## src/rtl/spi_command_sequencer.sv

```systemverilog
// Command sequencer for a register-access SPI engine: queues read/write commands,
// issues them one at a time, and returns one response per command with a timeout.
module spi_command_sequencer #(
  parameter int unsigned FIFO_DEPTH       = 4,
  parameter int unsigned NUMBER_OF_SLAVES = 2,
  parameter int unsigned TIMEOUT_CYCLES   = 1024
) (
  input  logic                        clk,
  input  logic                        reset_n,
  input  logic                        cmd_valid,
  output logic                        cmd_ready,
  input  logic                        cmd_write,
  input  logic [NUMBER_OF_SLAVES-1:0] cmd_slave,
  input  logic [7:0]                  cmd_addr,
  input  logic [7:0]                  cmd_data,
  output logic                        rsp_valid,
  input  logic                        rsp_ready,
  output logic [7:0]                  rsp_data,
  output logic                        rsp_error,
  output logic                        rsp_write,
  output logic                        spi_start,
  output logic                        spi_operation,
  output logic [NUMBER_OF_SLAVES-1:0] spi_slave,
  output logic [15:0]                 spi_outgoing_data,
  input  logic                        spi_end_of_transaction,
  input  logic [7:0]                  spi_incoming_data,
  output logic                        busy
);

  localparam int unsigned PTR_W   = (FIFO_DEPTH > 1) ? $clog2(FIFO_DEPTH) : 1;
  localparam int unsigned CNT_W   = $clog2(FIFO_DEPTH + 1);
  localparam int unsigned TO_W    = (TIMEOUT_CYCLES > 2) ? $clog2(TIMEOUT_CYCLES) : 1;
  // The start cycle counts toward the budget, so the last waiting cycle sees TIMEOUT_CYCLES-2.
  localparam int unsigned TO_LAST = TIMEOUT_CYCLES - 2;

  typedef struct packed {
    logic                        write;
    logic [NUMBER_OF_SLAVES-1:0] slave;
    logic [7:0]                  addr;
    logic [7:0]                  data;
  } cmd_t;

  typedef enum logic [2:0] {
    IDLE,
    ISSUE,
    WAIT_EOT,
    RESPOND,
    GAP
  } state_t;

  cmd_t             fifo_mem [FIFO_DEPTH];
  logic [PTR_W-1:0] wr_ptr;
  logic [PTR_W-1:0] rd_ptr;
  logic [CNT_W-1:0] count;
  logic [CNT_W-1:0] count_nxt;
  state_t           state;
  logic [TO_W-1:0]  timeout_cnt;
  logic             push_c;
  logic             pop_c;
  logic             busy_nxt;
  cmd_t             head;

  assign cmd_ready = (count != CNT_W'(FIFO_DEPTH));
  assign push_c    = cmd_valid && cmd_ready;
  assign pop_c     = (state == IDLE) && (count != '0) && !rsp_valid;
  assign head      = fifo_mem[rd_ptr];

  // Next occupancy and busy, so busy can be registered yet track state/count exactly.
  always_comb begin
    count_nxt = count;
    if (push_c && !pop_c) begin
      count_nxt = count + CNT_W'(1);
    end else if (pop_c && !push_c) begin
      count_nxt = count - CNT_W'(1);
    end
    busy_nxt = (count_nxt != '0) || pop_c || ((state != IDLE) && (state != GAP));
  end

  always_ff @(posedge clk) begin
    if (push_c) begin
      fifo_mem[wr_ptr] <= cmd_t'({cmd_write, cmd_slave, cmd_addr, cmd_data});
    end
  end

  always_ff @(posedge clk) begin
    if (!reset_n) begin
      wr_ptr <= '0;
      rd_ptr <= '0;
      count  <= '0;
    end else begin
      if (push_c) begin
        wr_ptr <= wr_ptr + PTR_W'(1);
      end
      if (pop_c) begin
        rd_ptr <= rd_ptr + PTR_W'(1);
      end
      count <= count_nxt;
    end
  end

  // Transaction FSM; every engine and response output is a register.
  always_ff @(posedge clk) begin
    if (!reset_n) begin
      state             <= IDLE;
      timeout_cnt       <= '0;
      spi_start         <= 1'b0;
      spi_operation     <= 1'b0;
      spi_slave         <= '0;
      spi_outgoing_data <= '0;
      rsp_valid         <= 1'b0;
      rsp_data          <= '0;
      rsp_error         <= 1'b0;
      rsp_write         <= 1'b0;
      busy              <= 1'b0;
    end else begin
      spi_start <= 1'b0;
      busy      <= busy_nxt;
      if (rsp_valid && rsp_ready) begin
        rsp_valid <= 1'b0;
      end
      case (state)
        IDLE: begin
          if (pop_c) begin
            spi_operation     <= head.write;
            spi_slave         <= head.slave;
            spi_outgoing_data <= {head.addr, head.write ? head.data : 8'h00};
            spi_start         <= 1'b1;
            state             <= ISSUE;
          end
        end
        ISSUE: begin
          timeout_cnt <= '0;
          state       <= WAIT_EOT;
        end
        WAIT_EOT: begin
          if (spi_end_of_transaction) begin
            rsp_data  <= spi_operation ? 8'h00 : spi_incoming_data;
            rsp_error <= 1'b0;
            rsp_write <= spi_operation;
            rsp_valid <= 1'b1;
            state     <= RESPOND;
          end else if (timeout_cnt == TO_W'(TO_LAST)) begin
            rsp_data  <= 8'h00;
            rsp_error <= 1'b1;
            rsp_write <= spi_operation;
            rsp_valid <= 1'b1;
            state     <= RESPOND;
          end else begin
            timeout_cnt <= timeout_cnt + TO_W'(1);
          end
        end
        RESPOND: begin
          state <= GAP;
        end
        GAP: begin
          state <= IDLE;
        end
        default: begin
          state <= IDLE;
        end
      endcase
    end
  end

endmodule

```

## config.mk

```make
export PLATFORM = sky130hd
export DESIGN_NAME = spi_command_sequencer
export DESIGN_NICKNAME = d
export VERILOG_FILES = /design/src/rtl/spi_command_sequencer.sv
export SDC_FILE = /design/constraint.sdc
export NUM_CORES = 1
export LEC_CHECK = 0
export CAP_MARGIN = 0
export CORE_ASPECT_RATIO = 1.1
export CORE_MARGIN = 8
export CORE_UTILIZATION = 50
export CTS_BUF_LIST = sky130_fd_sc_hd__clkbuf_8
export CTS_CLUSTER_DIAMETER = 100
export DETAILED_ROUTE_END_ITERATION = 6
export PLACE_DENSITY = 0.8
export SYNTH_ARGS = -nofsm -noshare
export SYNTH_HDL_FRONTEND = slang
export SYNTH_SLANG_ARGS = --single-unit
```

## constraint.sdc

```tcl
create_clock -name clk -period 3.2 [get_ports clk]
set_input_delay 0.64 -clock clk [delete_from_list [all_inputs] [get_ports clk]]
set_output_delay 0.64 -clock clk [all_outputs]
set_load 0.05 [all_outputs]
```

==> results.md <==
* Site Rows at 38
* Hold Path Depth at 2
* Reg-to-reg slack, setup at 1.01 ns
* Vias at about 3300
* Levels on crit path at 4
* Crit path from: count[0]
* Ys flop type: edfxtp_1
* Mapped Cells at 363
* Async S/R FF share, synth at 0
* Simple logic cell fraction of the synthesized area at 0.103
* Final non-filler cell total at 573
* Maximum vdd ir drop at between 0.4 and 0.5 mV
* CTS max path bufs at 2
* Largest net degree at the start of global routing at 33
* Unrepaired setup endpoints after global routing: false
* Initial core utilization at 0.514
* DP Area at 5860 um2
* Routability cong. at 0.754
* Synth top area cells: edfxtp_1 45%, dfxtp_1 21%, mux4_2 8.5%
* Hpwl dp at 7120 um
* Die Ht at 122 um
* Max FO, Critical Path at 5
* Synthesized flop and latch total at 130
* Clock Tree Root: clkbuf_8
* Number of post-CTS setup repair buffers at 0
* Slew Viols, Final at 0
* Post-synth net total at 404
* CTS H-Tree Depth at 4
* Vias in the first global route at 3410
* DP Cell Count at 541
* FF-to-FF path depth at 5
* Critical Path Max Stage Delay at roughly 0.81 ns
* Hold Violations, Final at 0
* First-pass GRT wire length at 17600 um
* Yosys warning total at 0
* Crit path to: cmd_ready
* CTS Buf Count at 17
* Number of port buffers at 64
* Slowest cell on crit path: clkdlybuf4s50_1
* Area grow syn2layout at 24.2%
* Post-Synth XOR/XNOR Area at 0.0121
* Total GRT Usage at 0.167
* Worst-margin pin slew at 0.689 ns
* Leakage power at 2.12 nW
* Setup crit end kind: output port
* F_max at 0.371 GHz
* Worst Path Required at 2.56 ns
* Hold Path Class: register to register
* Io pins at between 60 and 70
* Remaining DRCs at 0
* Number of buffers and inverters on the critical path at 2
* Top-area cell type share of the netlist area at 0.451
* CTS Sinks at 130
* PostCTS Resize Cnt at 0
* Post-route cell area at 6290 um2
* DRT Pass-1 Iters at 5
* Number of flops mapped to enable cells by yosys at 76
* Worst Setup Start Kind: register
* Combinational family with the most area after synthesis: simple AND/OR/NAND/NOR gates
* Sum Neg Setup Slack at 0 ns
* Core box area at 9840 um2
* Final setup fails at 0
* Layout cells sized above 1 at 0.148
* Compound-Gate Fraction of Synth Area at 0.0868
* Max_slew headroom at 0.540
* Synth unique cells at 49
* Critical-path cell list: inv_1, ha_1, nand2_1, clkdlybuf4s50_1
* First DRT Iteration DRCs at 150
* Kind of critical path: register to output port
* Period utilization at 0.843
* CTS tree: yes
* Top cell type by total area after synthesis: edfxtp_1
* Nets at between 400 and 500
* Clock-pin slew on the worst setup and hold paths at 0.07 ns
* Hold Buf Count CTS at 0
* Min cycle time layout at 2.70 ns
* Dpl ws at between 0.5 and 0.6 ns
* Most frequent cells in the layout: 76 x edfxtp_1, 64 x clkdlybuf4s50_1, 54 x dfxtp_1, 44 x nand2_1, 31 x a21oi_1
* Cell Pwr Density at around 890 nW/um2
* Synth Area in Adders at 0.0222
* Run status: completed
* Post-Synthesis Cell Area at 5060 um2
* Most common cell after layout, fill and taps aside: edfxtp_1
* Syn Area/Cell at 13.9 um2
* Die area at 13600 um2
* Diodes inserted at 0
* Via density at 5.68
* Proportion of synthesized area in mux cells at 0.0885
* Worst Clk Skew at 0.00949 ns
* Sequential fraction of the synthesis area at 0.664
* CP delay by family, top: buffers and inverters
* Reg2reg start: count[0]
* Crit path DAT at 2.06 ns
* Initial antenna violation count at 0
* WL per Instance at around 19 um
* Skew-Pair Late Insertion Delay at 0.42 ns
* WL final at 10900 um
* Worst r2r dst: fifo_mem[3][2]
* Grt total ovfl at 0
* Routed Antenna Nets at 0
* Die width at 112 um
* Max Cap Viol at 0
* Final worst slack at 0.502 ns
==> cells by family (layout without fill, tap and decap cells) <==
kind of cell	Yosys count	count (layout)
DFF	130	130
and+or+nand+nor	104	104
AOI/OAI and AO/OA	65	65
buffers and inverters	27	117
muxes	21	21
adders and majority gates	9	9
xor gates and xnor gates	7	7
==> through the flow <==
step / hold slack (ns) / power [mW] / utilization
after floorplan: 0.448 / 3.54 / -
after global placement: 0.445 / 4.09 / 0.595
after detailed placement: 0.450 / 4.14 / 0.595
after CTS: 0.460 / 5.64 / 0.639
after global routing: 0.484 / 5.86 / 0.639
final: 0.455 / 5.59 / 0.639
==> per-layer routing <==
layer	global-route usage	share of wire	routed length, um
met1	0.185	0.40	4410
met2	0.294	0.53	5740
met3	0.0579	0.060	652
met4	0.0608	0.010	110
met5	0	0	0
==> synth_stat cells (all sizes together) (5+ instances only) <==
master,n
ha,9
edfxtp,76
o21ai,5
mux4,19
nand3,15
nor2,12
xnor2,6
a21oi,31
or4,7
buf,8
o31ai,6
inv,8
and2,5
dfxtp,54
nand2,44
a22o,8
clkbuf,10
==> worst register-to-register path: cells and delay by family (launching register included) <==
family | cells | cell delay (ns)
buffers and inverters | 2 | 0.39
AOI/OAI and AO/OA | 1 | 0.40
DFF | 1 | 0.42
adders and majority gates | 1 | 0.24
and+or+nand+nor | 1 | 0.44
==> layout make-up <==
type	instances	area, um2
Clock buffer	20	275
Multi-Input combinational cell	206	1580
Inverter	9	33.8
Clock inverter	12	156
Fill cell	713	3550
Sequential cell	130	3360
Timing Repair Buffer	76	731
Tap cell	120	150
==> registers in the layout, indices dropped and copies added (netlist names), named ones only <==
register           flops
spi_start              1
rsp_valid              1
spi_operation          1
wr_ptr                 2
rd_ptr                 2
rsp_error              1
state                  3
count                  3
busy                   1
rsp_write              1
spi_outgoing_data     16
fifo_mem              76
timeout_cnt           10
rsp_data               8
spi_slave              2
==> worst min-delay path by stage <==
stage | slack, ns | end | startpoint
2_1_floorplan | 0.45 | timeout_cnt[7] | timeout_cnt[7]
3_3_place_gp | 0.44 | spi_slave[0] | spi_slave[0]
3_5_place_dp | 0.45 | spi_outgoing_data[2] | spi_outgoing_data[2]
4_1_cts | 0.46 | spi_outgoing_data[14] | spi_outgoing_data[14]
5_1_grt | 0.48 | spi_outgoing_data[13] | spi_outgoing_data[13]
6_report | 0.46 | spi_outgoing_data[14] | spi_outgoing_data[14]
==> power breakdown <==
part / leakage, nW / total [mW] / switching (mW) / internal (mW)
logic: 0.754 / 1.87 / 1.17 / 0.697
registers: 1.14 / 2.26 / 0.198 / 2.06
clock network: 0.224 / 1.46 / 0.623 / 0.836
total: 2.12 / 5.59 / 1.99 / 3.59
No activity file was read; power rests on OpenSTA's default activity.
